### src/rtl/fir_pkg.sv
`default_nettype none
// ============================================================================
// Module   : fir_pkg
// Brief    : FSM state encoding and width helpers shared by the FIR core.
// Revision : 1.0 - initial release
// ============================================================================
package fir_pkg;

    typedef enum logic [1:0] {
        ST_IDLE = 2'd0,
        ST_LOAD = 2'd1,
        ST_MAC  = 2'd2,
        ST_OUT  = 2'd3
    } fir_state_t;

    function automatic int fir_clog2(input int value);
        int result;
        result = 0;
        for (int i = 0; i < 31; i++) begin
            if ((1 << i) < value) begin
                result = i + 1;
            end
        end
        return result;
    endfunction

    // Product width plus enough growth bits to sum TAPS full-scale products.
    function automatic int fir_acc_w(input int data_w, input int coef_w, input int taps);
        return data_w + coef_w + fir_clog2(taps);
    endfunction

endpackage
`default_nettype wire

### src/rtl/fir_mac.sv
`default_nettype none
// ============================================================================
// Module   : fir_mac
// Brief    : Signed multiplier feeding an accumulator with clear/enable.
// Revision : 1.0 - initial release
// ============================================================================
module fir_mac
    import fir_pkg::*;
#(
    parameter int DATA_W = 8,
    parameter int COEF_W = 8,
    parameter int TAPS   = 4
) (
    input  logic                                              clk,
    input  logic                                              rst,
    input  logic                                              i_clr,
    input  logic                                              i_en,
    input  logic signed [DATA_W-1:0]                          i_sample,
    input  logic signed [COEF_W-1:0]                          i_coef,
    output logic signed [fir_acc_w(DATA_W, COEF_W, TAPS)-1:0] o_acc
);

    localparam int PROD_W = DATA_W + COEF_W;
    localparam int ACC_W  = fir_acc_w(DATA_W, COEF_W, TAPS);

    logic signed [PROD_W-1:0] w_prod;
    logic signed [ACC_W-1:0]  w_prod_ext;
    logic signed [ACC_W-1:0]  r_acc;

    assign w_prod     = i_sample * i_coef;
    assign w_prod_ext = {{(ACC_W-PROD_W){w_prod[PROD_W-1]}}, w_prod};

    // Clear has priority so a new sample always starts from zero.
    always_ff @(posedge clk or posedge rst) begin
        if (rst) begin
            r_acc <= '0;
        end else if (i_clr) begin
            r_acc <= '0;
        end else if (i_en) begin
            r_acc <= r_acc + w_prod_ext;
        end
    end

    assign o_acc = r_acc;

endmodule
`default_nettype wire

### src/rtl/fir_param_core.sv
`default_nettype none
// ============================================================================
// Module   : fir_param_core
// Brief    : Sequential single-MAC FIR filter with loadable coefficients.
//            Define FIR_SAT_EN to saturate out_data instead of wrapping.
// Revision : 1.0 - initial release
// ============================================================================
module fir_param_core
    import fir_pkg::*;
#(
    parameter int DATA_W = 8,
    parameter int COEF_W = 8,
    parameter int TAPS   = 4,
    parameter int OUT_W  = 11
) (
    input  logic                     clk,
    input  logic                     reset,
    input  logic                     cfg_start,
    input  logic                     cfg_valid,
    input  logic signed [COEF_W-1:0] cfg_data,
    output logic                     cfg_busy,
    input  logic                     in_valid,
    input  logic signed [DATA_W-1:0] in_data,
    output logic                     in_ready,
    output logic                     out_valid,
    output logic signed [OUT_W-1:0]  out_data,
    output logic                     out_ovf
);

    localparam int ACC_W = fir_acc_w(DATA_W, COEF_W, TAPS);
    localparam int IDX_W = (fir_clog2(TAPS) < 1) ? 1 : fir_clog2(TAPS);
    localparam logic [IDX_W-1:0] C_LAST_IDX = IDX_W'(TAPS - 1);

    fir_state_t r_state;
    fir_state_t w_next_state;

    logic [IDX_W-1:0]         r_idx;
    logic signed [COEF_W-1:0] r_coef [TAPS];
    logic signed [DATA_W-1:0] r_dly  [TAPS];

    logic                     w_accept;
    logic                     w_load_wr;
    logic                     w_idx_clr;
    logic                     w_idx_inc;
    logic                     w_mac_clr;
    logic                     w_mac_en;
    logic                     w_out_upd;

    logic signed [COEF_W-1:0] w_tap_coef;
    logic signed [DATA_W-1:0] w_tap_sample;
    logic signed [ACC_W-1:0]  w_acc;
    logic                     w_ovf;
    logic [OUT_W-1:0]         w_out;

    logic                     r_out_valid;
    logic [OUT_W-1:0]         r_out_data;
    logic                     r_out_ovf;

    // ------------------------------------------------------------------
    // Control FSM
    // ------------------------------------------------------------------
    always_ff @(posedge clk or posedge reset) begin
        if (reset) begin
            r_state <= ST_IDLE;
        end else begin
            r_state <= w_next_state;
        end
    end

    always_comb begin
        w_next_state = r_state;
        w_accept     = 1'b0;
        w_load_wr    = 1'b0;
        w_idx_clr    = 1'b0;
        w_idx_inc    = 1'b0;
        w_mac_clr    = 1'b0;
        w_mac_en     = 1'b0;
        w_out_upd    = 1'b0;
        case (r_state)
            ST_IDLE: begin
                // Coefficient load takes precedence over a pending sample.
                if (cfg_start) begin
                    w_idx_clr    = 1'b1;
                    w_next_state = ST_LOAD;
                end else if (in_valid) begin
                    w_accept     = 1'b1;
                    w_idx_clr    = 1'b1;
                    w_mac_clr    = 1'b1;
                    w_next_state = ST_MAC;
                end
            end
            ST_LOAD: begin
                if (cfg_start) begin
                    w_idx_clr = 1'b1;
                end else if (cfg_valid) begin
                    w_load_wr = 1'b1;
                    w_idx_inc = 1'b1;
                    if (r_idx == C_LAST_IDX) begin
                        w_next_state = ST_IDLE;
                    end
                end
            end
            ST_MAC: begin
                w_mac_en  = 1'b1;
                w_idx_inc = 1'b1;
                if (r_idx == C_LAST_IDX) begin
                    w_next_state = ST_OUT;
                end
            end
            ST_OUT: begin
                w_out_upd    = 1'b1;
                w_next_state = ST_IDLE;
            end
            default: begin
                w_next_state = ST_IDLE;
            end
        endcase
    end

    always_ff @(posedge clk or posedge reset) begin
        if (reset) begin
            r_idx <= '0;
        end else if (w_idx_clr) begin
            r_idx <= '0;
        end else if (w_idx_inc) begin
            r_idx <= r_idx + 1'b1;
        end
    end

    // ------------------------------------------------------------------
    // Coefficient store and delay line (loads leave samples untouched)
    // ------------------------------------------------------------------
    always_ff @(posedge clk or posedge reset) begin
        if (reset) begin
            for (int k = 0; k < TAPS; k++) begin
                r_coef[k] <= '0;
            end
        end else begin
            for (int k = 0; k < TAPS; k++) begin
                if (w_load_wr && (r_idx == IDX_W'(k))) begin
                    r_coef[k] <= cfg_data;
                end
            end
        end
    end

    always_ff @(posedge clk or posedge reset) begin
        if (reset) begin
            for (int k = 0; k < TAPS; k++) begin
                r_dly[k] <= '0;
            end
        end else if (w_accept) begin
            r_dly[0] <= in_data;
            for (int k = 1; k < TAPS; k++) begin
                r_dly[k] <= r_dly[k-1];
            end
        end
    end

    always_comb begin
        w_tap_coef   = '0;
        w_tap_sample = '0;
        for (int k = 0; k < TAPS; k++) begin
            if (r_idx == IDX_W'(k)) begin
                w_tap_coef   = r_coef[k];
                w_tap_sample = r_dly[k];
            end
        end
    end

    fir_mac #(
        .DATA_W (DATA_W),
        .COEF_W (COEF_W),
        .TAPS   (TAPS)
    ) u_mac (
        .clk      (clk),
        .rst      (reset),
        .i_clr    (w_mac_clr),
        .i_en     (w_mac_en),
        .i_sample (w_tap_sample),
        .i_coef   (w_tap_coef),
        .o_acc    (w_acc)
    );

    // ------------------------------------------------------------------
    // Range check and output formatting
    // ------------------------------------------------------------------
    generate
        if (OUT_W < ACC_W) begin : g_ovf_detect
            // In range only when every bit above the OUT_W sign bit matches it.
            logic [ACC_W-OUT_W:0] w_hi;
            assign w_hi  = w_acc[ACC_W-1:OUT_W-1];
            assign w_ovf = !((&w_hi) || !(|w_hi));
        end else begin : g_ovf_none
            assign w_ovf = 1'b0;
        end
    endgenerate

`ifdef FIR_SAT_EN
    localparam logic [OUT_W-1:0] C_OUT_MAX = {1'b0, {(OUT_W-1){1'b1}}};
    localparam logic [OUT_W-1:0] C_OUT_MIN = {1'b1, {(OUT_W-1){1'b0}}};

    assign w_out = w_ovf ? (w_acc[ACC_W-1] ? C_OUT_MIN : C_OUT_MAX)
                         : w_acc[OUT_W-1:0];
`else
    assign w_out = w_acc[OUT_W-1:0];
`endif

    always_ff @(posedge clk or posedge reset) begin
        if (reset) begin
            r_out_valid <= 1'b0;
            r_out_data  <= '0;
            r_out_ovf   <= 1'b0;
        end else begin
            r_out_valid <= w_out_upd;
            if (w_out_upd) begin
                r_out_data <= w_out;
                r_out_ovf  <= w_ovf;
            end
        end
    end

    assign cfg_busy  = (r_state == ST_LOAD);
    assign in_ready  = (r_state == ST_IDLE);
    assign out_valid = r_out_valid;
    assign out_data  = r_out_data;
    assign out_ovf   = r_out_ovf;

endmodule
`default_nettype wire

### config.mk
export PLATFORM = sky130hd
export DESIGN_NAME = fir_param_core
export DESIGN_NICKNAME = d
export VERILOG_FILES = /design/src/rtl/fir_pkg.sv /design/src/rtl/fir_mac.sv /design/src/rtl/fir_param_core.sv
export SDC_FILE = /design/constraint.sdc
export NUM_CORES = 1
export LEC_CHECK = 0
export BUFFER_PORTS_ARGS = -buffer_cell sky130_fd_sc_hd__buf_2
export CAP_MARGIN = 20
export CORE_UTILIZATION = 50
export CTS_CLUSTER_SIZE = 16
export DETAILED_ROUTE_END_ITERATION = 8
export GPL_TIMING_DRIVEN = 0
export PLACE_DENSITY = 0.68
export SYNTH_ARGS = -nofsm -noshare
export SYNTH_HDL_FRONTEND = slang
export SYNTH_HIERARCHICAL = 1
export SYNTH_SLANG_ARGS = --single-unit
### constraint.sdc
create_clock -name clk -period 6.2 [get_ports clk]
set_input_delay 0.31 -clock clk [delete_from_list [all_inputs] [get_ports clk]]
set_output_delay 0.31 -clock clk [all_outputs]
set_load 0.03 [all_outputs]
==> impl_metrics.py, run 1 <==
metrics = {
    "logic_synthesis": {
        "mappedNetlistNets": 890,
        "synthesis.instances": 738,
        "synth-seq-area-share_pct": 31.5,
        "yosysTopAreaCell": "sky130_fd_sc_hd__dfrtp_1",
        "yosys.cell_types.count": 59,
        "synth_top_flop_cell": "sky130_fd_sc_hd__dfrtp_1",
        "synth_area_sq_um": 7870,
        "synth_area_per_cell_sq_um": 10.7,
        "synth.top_cell.area_share_pct": 31.5,
        "async_s_r_ff_share_synth_pct": 100,
        "synth_seq_cells": 99,
        "number_of_warnings_reported_in_the_yosys_synthesis_log": 6,
        "synth-edff-count": 0,
        "ys_top_cells_by_area": "sky130_fd_sc_hd__dfrtp_1 31%, sky130_fd_sc_hd__fa_1 20%, sky130_fd_sc_hd__mux2_2 8.2%",
    },
    "min_path": {
        "min_path_type": "in -> reg",
        "holdCritStartpoint": "in_data[0]",
        "min_delay_worst_endpoint": "r_dly[24]$_DFFE_PP0P_",
        "cell_depth_of_the_worst_hold_path": 2,
    },
    "setup_path": {
        "cp_top_family": "adder cells",
        "cp.required_ns": 6.44,
        "critPathKind": "reg -> reg",
        "worst-path-buf-inv": 4,
        "worstPathCellList": "inv_1 > ha_2 > buf_2 > a21oi_1 > o21ai_0 > a22o_2 > and2_4 > inv_1 > fa_1 > inv_1 > fa_1 > fa_1 > fa_1 > fa_1 > ha_1 > or3_1 > a21oi_1 > a21oi_2 > a2bb2oi_2 > nor3b_1 > a2111oi_2",
        "timing.critical_path.slowest_cell_delay_ns": 0.51,
        "most_common_cell_type_on_the_critical_path": "sky130_fd_sc_hd__fa_1",
        "rr_endpoint": "u_mac/o_acc[17]$_DFFE_PP0P_",
        "crit_path_start": "r_idx[1]$_DFFE_PP0P_",
        "reg2regPathDepth": 21,
        "worst_ep_arrival_ns": 6.21,
        "crit_path_max_fanout": 10,
        "setup_slack_of_the_most_critical_reg_to_reg_path_ns": 0.24,
        "cp_slowest_cell": "sky130_fd_sc_hd__fa_1",
        "critPathLaunchType": "register",
        "worst_flop_to_flop_path_startpoint": "r_idx[1]$_DFFE_PP0P_",
        "endpoint_kind": "register",
    },
    "cts": {
        "cts_tree": "built",
        "cts_buffers": 9,
        "clock_tree.buffer_depth": 2,
        "clk_latency_ns": 0.36,
        "cts_root_buf": "sky130_fd_sc_hd__clkbuf_16",
        "ctsHtreeMaxLevel": 3,
        "clkSlewWorstSetupHoldPaths_ns": 0.08,
        "numClockSinks": 99,
    },
    "route": {
        "detailedRoute.firstIterationViolations": 250,
        "totalWireLength_mm": 15.8,
        "detailroute.wirelength.met2_mm": 7.70,
        "remaining_drc_errors": 0,
        "route.layer.met1.wl_mm": 7.35,
        "detailroute.via_count": 5347,
        "met3_wirelength_um": 447,
        "highest-signal-layer": "met4",
        "vias_per_cell": 5.33,
        "routedWlPerCell_um": 15.8,
        "drtPass1Iterations": 4,
        "ant_nets": 0,
    },
    "global_routing": {
        "grt_use_total_pct": 21.6,
        "first_pass_grt_wire_length_mm": 27.3,
        "antenna_found_initial": 0,
        "grt_start_max_net_pins": 72,
        "first_global_vias": 5575,
        "grt-ovfl-total": 0,
    },
    "floorplan": {
        "fp.dieArea_sq_um": 16200,
        "die_h_um": 127,
        "io_pins": 36,
        "core.rowCount": 45,
        "initial_core_util_pct": 51.6,
        "fp.coreArea_sq_um": 15300,
        "die_x_um": 127,
    },
    "finish": {
        "areaGrowthSynthToFinish_pct": 11.3,
        "fin_area_sq_um": 8760,
        "antenna_fix_cells": 0,
        "nNetsFinal": 939,
        "drive_gt1_share_pct": 21.7,
    },
    "timing": {
        "setup_repair_after_global_routing_missed_its_margin": "yes",
        "final.setup_skew_ns": 0.0151,
        "finalSetupViolCount": 0,
        "final_hold_viol_count": 0,
        "tightest_slew_ns": 0.665,
        "slew_headroom_pct": 55.6,
        "final_max_slew_viol_count": 0,
        "max_clock_freq_ghz": 0.168,
        "final_period_minus_worst_setup_slack_ns": 5.96,
        "portion_of_the_clock_cycle_consumed_by_the_worst_path_in_the_final_layout_pct": 96.2,
    },
    "placement": {
        "buffer_ports.inserted": 35,
        "placement.cell_area_sq_um": 8340,
        "hpwlAfterDp_mm": 12.8,
        "final_weighted_congestion_of_routability_driven_global_placement": 0.836,
    },
    "status": {
        "outcome": "complete, no violations",
    },
    "flow_run": {
        "max-cap-violations": 0,
    },
}
## how the worst max path moves through the flow
stage                                              to  slack (ns)  depth (start not counted)
after floorplan           u_mac/o_acc[15]$_DFFE_PP0P_        0.13                         22
after global placement    u_mac/o_acc[17]$_DFFE_PP0P_       -0.56                         22
after detailed placement  u_mac/o_acc[17]$_DFFE_PP0P_       -0.63                         22
after CTS                 u_mac/o_acc[17]$_DFFE_PP0P_        0.03                         21
after global routing      u_mac/o_acc[17]$_DFFE_PP0P_       -0.04                         20
final                     u_mac/o_acc[17]$_DFFE_PP0P_        0.24                         21
## what timing repair did
item,in CTS,in global routing
hold buffers,1,0
pin swaps,0,2
hold endpoints to repair,10,0
endpoints found under the setup margin,10,9
resized for setup,14,25
buffers inserted,0,4
## cell usage after synthesis (all sizes together), types with 3 or more instances
| cell type | number |
|---|---|
| mux2 | 69 |
| fa | 80 |
| clkbuf | 17 |
| mux2i | 10 |
| o21a | 4 |
| xor2 | 3 |
| buf | 8 |
| nand2 | 52 |
| o21ai | 41 |
| or4 | 3 |
| dfrtp | 99 |
| nand3b | 3 |
| a22o | 17 |
| xnor2 | 9 |
| a21oi | 40 |
| nand2b | 4 |
| nand3 | 8 |
| and2 | 34 |
| a211oi | 5 |
| nor2 | 24 |
| nor3 | 5 |
| or3 | 3 |
| inv | 118 |
| ha | 51 |
## cell type report
class | instances | area [sq um]
Inverter | 119 | 460
Timing Repair Buffer | 41 | 243
Buffer | 22 | 134
Clock inverter | 7 | 103
Tap cell | 211 | 264
Sequential cell | 99 | 2480
Fill cell | 1274 | 6500
Multi-Input combinational cell | 495 | 4850
Clock buffer | 9 | 225
## kinds of logic (layout without fill, tap and decap cells)
group           count (synthesis)  count (layout)  synth area share [%]
simple gates                  146             146                  9.37
fa+ha+maj                     131             131                  28.5
mux                            79              79                  11.7
xor+xnor                       12              12                  1.34
buf+inv                       144             198                  7.41
compound gates                127             127                  10.3
flops                          99              99                  31.5
## registers in the layout, indices dropped and copies added (netlist names)
signal and cells:
out_ovf 1, r_dly 32, r_coef 32, out_valid 1
u_mac/o_acc 18, r_idx 2, r_state 2, out_data 11
## cell usage in the layout (no fill, tap or decap), drive strengths merged, types with 2 or more instances in the layout
cell / Yosys / layout
inv: 118 / 120
dfrtp: 99 / 99
fa: 80 / 80
mux2: 69 / 69
nand2: 52 / 52
ha: 51 / 51
buf: 8 / 49
o21ai: 41 / 41
a21oi: 40 / 40
and2: 34 / 34
nor2: 24 / 24
clkbuf: 17 / 22
a22o: 17 / 17
mux2i: 10 / 10
xnor2: 9 / 9
nand3: 8 / 8
a211oi: 5 / 5
nor3: 5 / 5
o21a: 4 / 4
nand2b: 4 / 4
clkinv: 1 / 4
or4: 3 / 3
nand3b: 3 / 3
xor2: 3 / 3
or3: 3 / 3
nand4: 2 / 2
o21bai: 2 / 2
nor2b: 2 / 2
a32o: 2 / 2
a31oi: 2 / 2
nor3b: 2 / 2
or3b: 2 / 2
a21o: 2 / 2
a2111oi: 2 / 2
## stage by stage
step	std cells	util [%]	setup slack [ns]	setup TNS, ns	hold slack [ns]
floorplan	738	-	0.133	0	0.249
global placement	984	54.4	-0.557	-3.37	0.440
detailed placement	985	54.6	-0.635	-4.13	0.239
CTS	999	56.9	0.0302	0	0.169
global route	1003	57.4	-0.0433	-0.0706	0.176
finish	1003	57.4	0.238	0	0.178
## routing by layer
layer	vias up	track usage, %
met4	0	8.12
li1	2537	-
met5	-	0
met2	93	36.7
met1	2697	28.5
met3	20	2.60
## worst reg2reg max path, stage by stage, from the launching register on
cell and delay (ns):
sky130_fd_sc_hd__dfrtp_1 0.42, sky130_fd_sc_hd__inv_1 0.10, sky130_fd_sc_hd__ha_2 0.28, sky130_fd_sc_hd__buf_2 0.27
sky130_fd_sc_hd__a21oi_1 0.09, sky130_fd_sc_hd__o21ai_0 0.11, sky130_fd_sc_hd__a22o_2 0.29, sky130_fd_sc_hd__and2_4 0.24
sky130_fd_sc_hd__inv_1 0.06, sky130_fd_sc_hd__fa_1 0.47, sky130_fd_sc_hd__inv_1 0.05, sky130_fd_sc_hd__fa_1 0.51
sky130_fd_sc_hd__fa_1 0.44, sky130_fd_sc_hd__fa_1 0.51, sky130_fd_sc_hd__fa_1 0.40, sky130_fd_sc_hd__ha_1 0.34
sky130_fd_sc_hd__or3_1 0.36, sky130_fd_sc_hd__a21oi_1 0.21, sky130_fd_sc_hd__a21oi_2 0.11, sky130_fd_sc_hd__a2bb2oi_2 0.18
sky130_fd_sc_hd__nor3b_1 0.07, sky130_fd_sc_hd__a2111oi_2 0.33
Power of run 1 is left out: the tool's default activity adds up to more than one toggle a clock period on the data nets, which glitch-free logic cannot reach.
==> run 2, diff against run 1 <==
Settings changed: PLACE_DENSITY 0.68 to 0.65.
Clock period 6.2 ns to 6.8 ns, I/O delays scaled along.
==> run 2 against run 1 <==
Net effect:
- core utilization fell by 0.38 points
- first-iteration DRC count rose by 32%
- final area fell by 0.66%
- critical path type unchanged
- critical endpoint unchanged
- highest routed layer unchanged
==> impl_metrics.py, run 2 (synthesized netlist as in run 1, its figures left out) <==
metrics = {
    "cts": {
        "clkSlewWorstSetupHoldPaths_ns": 0.07,
        "numClockSinks": 99,
        "ctsHtreeMaxLevel": 3,
        "cts_root_buf": "sky130_fd_sc_hd__clkbuf_16",
        "clock_tree.buffer_depth": 2,
        "cts_tree": "built",
        "postcts_setup_bufs": 0,
        "cts_buffers": 9,
        "clk_latency_ns": 0.36,
    },
    "placement": {
        "buffer_ports.inserted": 35,
        "hpwlAfterDp_mm": 12.7,
        "placement.cell_area_sq_um": 8340,
        "final_weighted_congestion_of_routability_driven_global_placement": 0.879,
        "numPlacedInstances": 985,
    },
    "finish": {
        "n_fill_cell": 1265,
        "multi_input_area_sq_um": 4810,
        "most-common-layout-cells": "116 x sky130_fd_sc_hd__inv_1, 99 x sky130_fd_sc_hd__dfrtp_1, 80 x sky130_fd_sc_hd__fa_1",
        "nNetsFinal": 937,
        "layoutNonFillerInstCount": 1000,
        "antenna_fix_cells": 0,
        "ff_latch_area_sq_um": 2480,
        "areaGrowthSynthToFinish_pct": 10.6,
        "mostFrequentLayoutCell": "sky130_fd_sc_hd__inv_1",
        "fin_area_sq_um": 8700,
        "drive_gt1_share_pct": 18.4,
    },
    "timing": {
        "final_max_slew_viol_count": 0,
        "setup_repair_after_global_routing_missed_its_margin": "no",
        "tightest_slew_ns": 0.660,
        "max_clock_freq_ghz": 0.154,
        "final.setup_skew_ns": 0.00920,
        "portion_of_the_clock_cycle_consumed_by_the_worst_path_in_the_final_layout_pct": 95.3,
        "final_hold_viol_count": 0,
        "final_period_minus_worst_setup_slack_ns": 6.48,
        "slew_headroom_pct": 55.9,
        "finalSetupViolCount": 0,
    },
    "global_routing": {
        "grt_use_total_pct": 21.6,
        "grt-ovfl-total": 0,
        "first_pass_grt_wire_length_mm": 27.3,
        "first_global_vias": 5546,
        "antenna_found_initial": 0,
        "grt_start_max_net_pins": 71,
    },
    "floorplan": {
        "die_h_um": 127,
        "initial_core_util_pct": 51.6,
        "io_pins": 36,
        "fp.dieArea_sq_um": 16200,
        "core.rowCount": 45,
        "die_x_um": 127,
        "fp.coreArea_sq_um": 15300,
    },
    "setup_path": {
        "most_common_cell_type_on_the_critical_path": "sky130_fd_sc_hd__fa_1",
        "critPathKind": "reg -> reg",
        "cp_slowest_cell": "sky130_fd_sc_hd__fa_1",
        "worst_flop_to_flop_path_startpoint": "r_idx[0]$_DFFE_PP0P_",
        "critPathLaunchType": "register",
        "worst-path-buf-inv": 5,
        "timing.critical_path.slowest_cell_delay_ns": 0.52,
        "cp.required_ns": 7.02,
        "crit_path_max_fanout": 11,
        "cp_top_family": "adder cells",
        "endpoint_kind": "register",
        "crit_path_start": "r_idx[0]$_DFFE_PP0P_",
        "worst_ep_arrival_ns": 6.70,
        "worstPathCellList": "inv_1 > ha_1 > clkbuf_1 > clkbuf_2 > a21oi_1 > o21ai_0 > a22o_1 > and2_4 > inv_1 > fa_1 > inv_1 > fa_1 > fa_1 > fa_1 > fa_1 > ha_1 > or3_1 > a21oi_1 > a21oi_2 > a2bb2oi_1 > nor3b_1 > a2111oi_2",
    },
    "route": {
        "totalWireLength_mm": 15.9,
        "drtPass1Iterations": 7,
        "ant_nets": 0,
        "vias_per_cell": 5.37,
        "routedWlPerCell_um": 15.9,
        "remaining_drc_errors": 0,
        "detailroute.via_count": 5367,
        "detailedRoute.firstIterationViolations": 331,
    },
    "status": {
        "outcome": "complete, no violations",
    },
    "min_path": {
        "min_path_type": "in -> reg",
        "holdCritStartpoint": "in_data[1]",
    },
    "flow_run": {
        "max-cap-violations": 0,
    },
}
-- run 2: cell count changes in the layout (fill, tap and decap cells not counted), moves of 4 or more --
cell                       before  now
sky130_fd_sc_hd__a22o_2        11    0
sky130_fd_sc_hd__buf_4          4    0
sky130_fd_sc_hd__clkbuf_1       5   11
sky130_fd_sc_hd__a22o_1         6   17
-- run 2: metal layers --
layer	GRT usage [%]	wire, um
met1	28.5	7420
met2	35.7	7550
met3	4.06	545
met4	7.49	336
met5	0	0
-- run 2: path summary, 6_finish.rpt --
path | endpoint | slack [ns] | depth (start not counted)
hold reg to reg | out_ovf$_DFFE_PP0P_ | 0.47 | 2
hold / removal | r_dly[25]$_DFFE_PP0P_ | 0.21 | 2
setup / recovery | u_mac/o_acc[17]$_DFFE_PP0P_ | 0.32 | 22
min in group asynchronous | out_data[7]$_DFFE_PP0P_ | 0.45 | 3
setup reg to reg | u_mac/o_acc[17]$_DFFE_PP0P_ | 0.32 | 22
max in group asynchronous | u_mac/o_acc[15]$_DFFE_PP0P_ | 5.72 | 3
-- run 2: layout make-up --
type	count	area share, %
Clock buffer	9	2.59
Buffer	24	1.51
Sequential cell	99	28.5
Timing Repair Buffer	37	2.45
Tap cell	211	3.04
Multi-Input combinational cell	495	55.3
Inverter	119	5.25
Clock inverter	6	1.37
-- run 2: stage by stage --
| stage | TNS, ns | setup WS [ns] | util (%) | hold WS, ns |
|---|---|---|---|---|
| 6_report | 0 | 0.318 | 57.0 | 0.212 |
| 5_1_grt | 0 | 0.00601 | 57.0 | 0.207 |
| 4_1_cts | 0 | 0.0536 | 57.0 | 0.208 |
| 3_5_place_dp | -0.304 | -0.149 | 54.6 | 0.276 |
| 3_3_place_gp | 0 | 0.0178 | 54.4 | 0.456 |
| 2_1_floorplan | 0 | 0.733 | - | 0.279 |
-- run 2: what timing repair did --
item                                    in CTS  in global routing
pin swaps                                    0                  0
endpoints found under the setup margin       4                  6
hold endpoints to repair                    11                  0
hold buffers                                 1                  0
resized for setup                            2                 12
Power of run 2 is left out for the same reason.
==> run 3, diff against run 2 <==
Settings changed: ABC_AREA set to 1.
==> run 3 against run 2 <==
Net effect:
- via count rose by 20%
- sequential cell count did not move
- hold slack got worse by 0.036 ns
- critical path depth rose by 4
- critical path type unchanged
==> impl_metrics.py, run 3 <==
metrics = {
    "cts": {
        "cts_hold_repair.buffers": 1,
        "clk_latency_ns": 0.36,
        "cts_buffers": 9,
        "cts_root_buf": "sky130_fd_sc_hd__clkbuf_16",
        "numClockSinks": 99,
        "cts.repair.resized": 0,
        "ctsHtreeMaxLevel": 3,
        "cts_tree": "built",
        "clkSlewWorstSetupHoldPaths_ns": 0.07,
        "postcts_setup_bufs": 0,
        "clock_tree.buffer_depth": 2,
    },
    "timing": {
        "final_period_minus_worst_setup_slack_ns": 6.28,
        "setup_repair_after_global_routing_missed_its_margin": "no",
        "finalSetupViolCount": 0,
        "max_clock_freq_ghz": 0.159,
        "final.setup_skew_ns": 0.0110,
        "slew_headroom_pct": 52.0,
        "final_max_slew_viol_count": 0,
        "total_neg_setup_slack_ns": 0,
        "tightest_slew_ns": 0.720,
        "portion_of_the_clock_cycle_consumed_by_the_worst_path_in_the_final_layout_pct": 92.3,
        "final_hold_viol_count": 0,
    },
    "setup_path": {
        "cp.required_ns": 7.05,
        "crit_path_max_fanout": 10,
        "critPathLaunchType": "register",
        "critPathKind": "reg -> reg",
        "endpoint_kind": "register",
        "worst_ep_arrival_ns": 6.53,
    },
    "finish": {
        "ff_latch_area_sq_um": 2480,
        "most-common-layout-cells": "353 x sky130_fd_sc_hd__nand2_1, 173 x sky130_fd_sc_hd__inv_1, 99 x sky130_fd_sc_hd__dfrtp_1",
        "n_fill_cell": 1572,
        "multi_input_area_sq_um": 4820,
        "areaGrowthSynthToFinish_pct": 9.36,
        "nNetsFinal": 1235,
        "drive_gt1_share_pct": 9.01,
        "antenna_fix_cells": 0,
        "mostFrequentLayoutCell": "sky130_fd_sc_hd__nand2_1",
    },
    "route": {
        "vias_per_cell": 4.95,
        "routedWlPerCell_um": 13.5,
        "detailedRoute.firstIterationViolations": 463,
        "remaining_drc_errors": 0,
        "totalWireLength_mm": 17.6,
        "ant_nets": 0,
        "drtPass1Iterations": 5,
        "detailroute.via_count": 6460,
    },
    "global_routing": {
        "grt_use_total_pct": 23.8,
        "first_pass_grt_wire_length_mm": 31.1,
        "grt.busiest_layer": "met2",
        "grt_start_max_net_pins": 70,
        "use_met1_pct": 33.5,
        "grt-ovfl-total": 0,
        "grtUsageMet3_pct": 2.30,
        "antenna_found_initial": 0,
        "global_route.usage.met2_pct": 38.6,
        "first_global_vias": 6619,
    },
    "logic_synthesis": {
        "yosysTopAreaCell": "sky130_fd_sc_hd__dfrtp_1",
        "yosys.cell_types.count": 36,
        "synth.top_cell.area_share_pct": 30.3,
        "ys_top_cells_by_area": "sky130_fd_sc_hd__dfrtp_1 30%, sky130_fd_sc_hd__fa_1 20%, sky130_fd_sc_hd__nand2_1 16%",
        "synth_top_flop_cell": "sky130_fd_sc_hd__dfrtp_1",
        "synthesis.instances": 1035,
        "synth_seq_cells": 99,
        "synth_area_per_cell_sq_um": 7.90,
        "mappedNetlistNets": 1187,
        "synth_area_sq_um": 8180,
        "async_s_r_ff_share_synth_pct": 100,
        "synth-seq-area-share_pct": 30.3,
        "synth.most_common_cell": "sky130_fd_sc_hd__nand2_1",
        "number_of_warnings_reported_in_the_yosys_synthesis_log": 6,
        "synth-edff-count": 0,
        "synth_top_cells_by_count": "353 x sky130_fd_sc_hd__nand2_1, 174 x sky130_fd_sc_hd__inv_1, 99 x sky130_fd_sc_hd__dfrtp_1, 80 x sky130_fd_sc_hd__fa_1, 51 x sky130_fd_sc_hd__ha_1",
    },
    "placement": {
        "hpwlAfterDp_mm": 13.7,
        "buffer_ports.inserted": 35,
        "final_weighted_congestion_of_routability_driven_global_placement": 0.856,
    },
    "floorplan": {
        "die_h_um": 130,
        "io_pins": 36,
        "fp.coreArea_sq_um": 15900,
        "initial_core_util_pct": 51.3,
        "die_x_um": 130,
        "fp.dieArea_sq_um": 16900,
        "core.rowCount": 46,
    },
    "min_path": {
        "min_path_type": "in -> reg",
    },
    "flow_run": {
        "max-cap-violations": 0,
    },
    "status": {
        "outcome": "complete, no violations",
    },
}
==> run 3: worst max-delay path: stages, from the launching register on <==
cell                       delay [ns]
sky130_fd_sc_hd__dfrtp_1         0.41
sky130_fd_sc_hd__inv_1           0.10
sky130_fd_sc_hd__ha_1            0.19
sky130_fd_sc_hd__buf_2           0.18
sky130_fd_sc_hd__inv_2           0.14
sky130_fd_sc_hd__buf_4           0.20
sky130_fd_sc_hd__o211ai_1        0.11
sky130_fd_sc_hd__a21oi_1         0.19
sky130_fd_sc_hd__clkinv_1        0.30
sky130_fd_sc_hd__or2_2           0.39
sky130_fd_sc_hd__fa_1            0.51
sky130_fd_sc_hd__fa_1            0.55
sky130_fd_sc_hd__inv_1           0.06
sky130_fd_sc_hd__fa_1            0.50
sky130_fd_sc_hd__fa_1            0.58
sky130_fd_sc_hd__fa_1            0.43
sky130_fd_sc_hd__ha_1            0.39
sky130_fd_sc_hd__nand2_2         0.13
sky130_fd_sc_hd__inv_1           0.05
sky130_fd_sc_hd__nand2_1         0.05
sky130_fd_sc_hd__nand2_1         0.04
sky130_fd_sc_hd__nor2_1          0.25
sky130_fd_sc_hd__nor2_1          0.07
sky130_fd_sc_hd__nor2_1          0.16
sky130_fd_sc_hd__nand3_2         0.08
sky130_fd_sc_hd__nand3_2         0.06
sky130_fd_sc_hd__nand2_1         0.04
==> run 3: cell families (layout without fill, tap and decap cells) <==
family / Yosys count / after routing / share of synthesized area, %
xor gates and xnor gates: 2 / 2 / 0.214
AOI/OAI and AO/OA: 131 / 131 / 8.99
DFF: 99 / 99 / 30.3
buffers and inverters: 220 / 273 / 10.9
adders and majority gates: 131 / 131 / 27.4
and+or+nand+nor: 452 / 452 / 22.3
==> run 3: final timing paths <==
check / startpoint / endpoint / slack (ns) / depth (start not counted)
setup / recovery: r_idx[0]$_DFFE_PP0P_ / u_mac/o_acc[17]$_DFFE_PP0P_ / 0.52 / 26
hold / removal: in_data[0] / r_dly[24]$_DFFE_PP0P_ / 0.18 / 3
setup reg to reg: r_idx[0]$_DFFE_PP0P_ / u_mac/o_acc[17]$_DFFE_PP0P_ / 0.52 / 26
hold reg to reg: out_data[2]$_DFFE_PP0P_ / out_data[2]$_DFFE_PP0P_ / 0.47 / 2
max in group asynchronous: reset / u_mac/o_acc[14]$_DFFE_PP0P_ / 5.67 / 3
min in group asynchronous: reset / out_data[8]$_DFFE_PP0P_ / 0.45 / 3
==> run 3: per-layer routing <==
metal  part of all wire (%)  wire length (um)
met5                      0                 0
met4                    1.6               280
met3                    2.6               459
met2                     47              8250
met1                     49              8590
==> run 3: area by class of cell <==
| class | instances | share of cell area, % |
|---|---|---|
| multi-input combinational | 716 | 53.8 |
| sequential | 99 | 27.7 |
| inverter | 178 | 7.50 |
| tap | 216 | 3.02 |
| clock buffer | 12 | 2.75 |
| buffer | 42 | 2.46 |
| timing repair buffer | 37 | 2.38 |
| clock inverter | 4 | 0.378 |
==> run 3: stage by stage <==
step	setup slack [ns]	instance area [sq um]	cells	hold WS [ns]	util (%)
after global placement	0.545	8630	1286	0.451	54.1
final	0.521	8950	1304	0.177	56.1
after detailed placement	0.523	8660	1287	0.284	54.3
after global routing	0.103	8950	1304	0.192	56.1
after floorplan	1.30	8180	1035	0.279	-
after CTS	0.494	8950	1304	0.165	56.1
Power of run 3 is left out for the same reason.
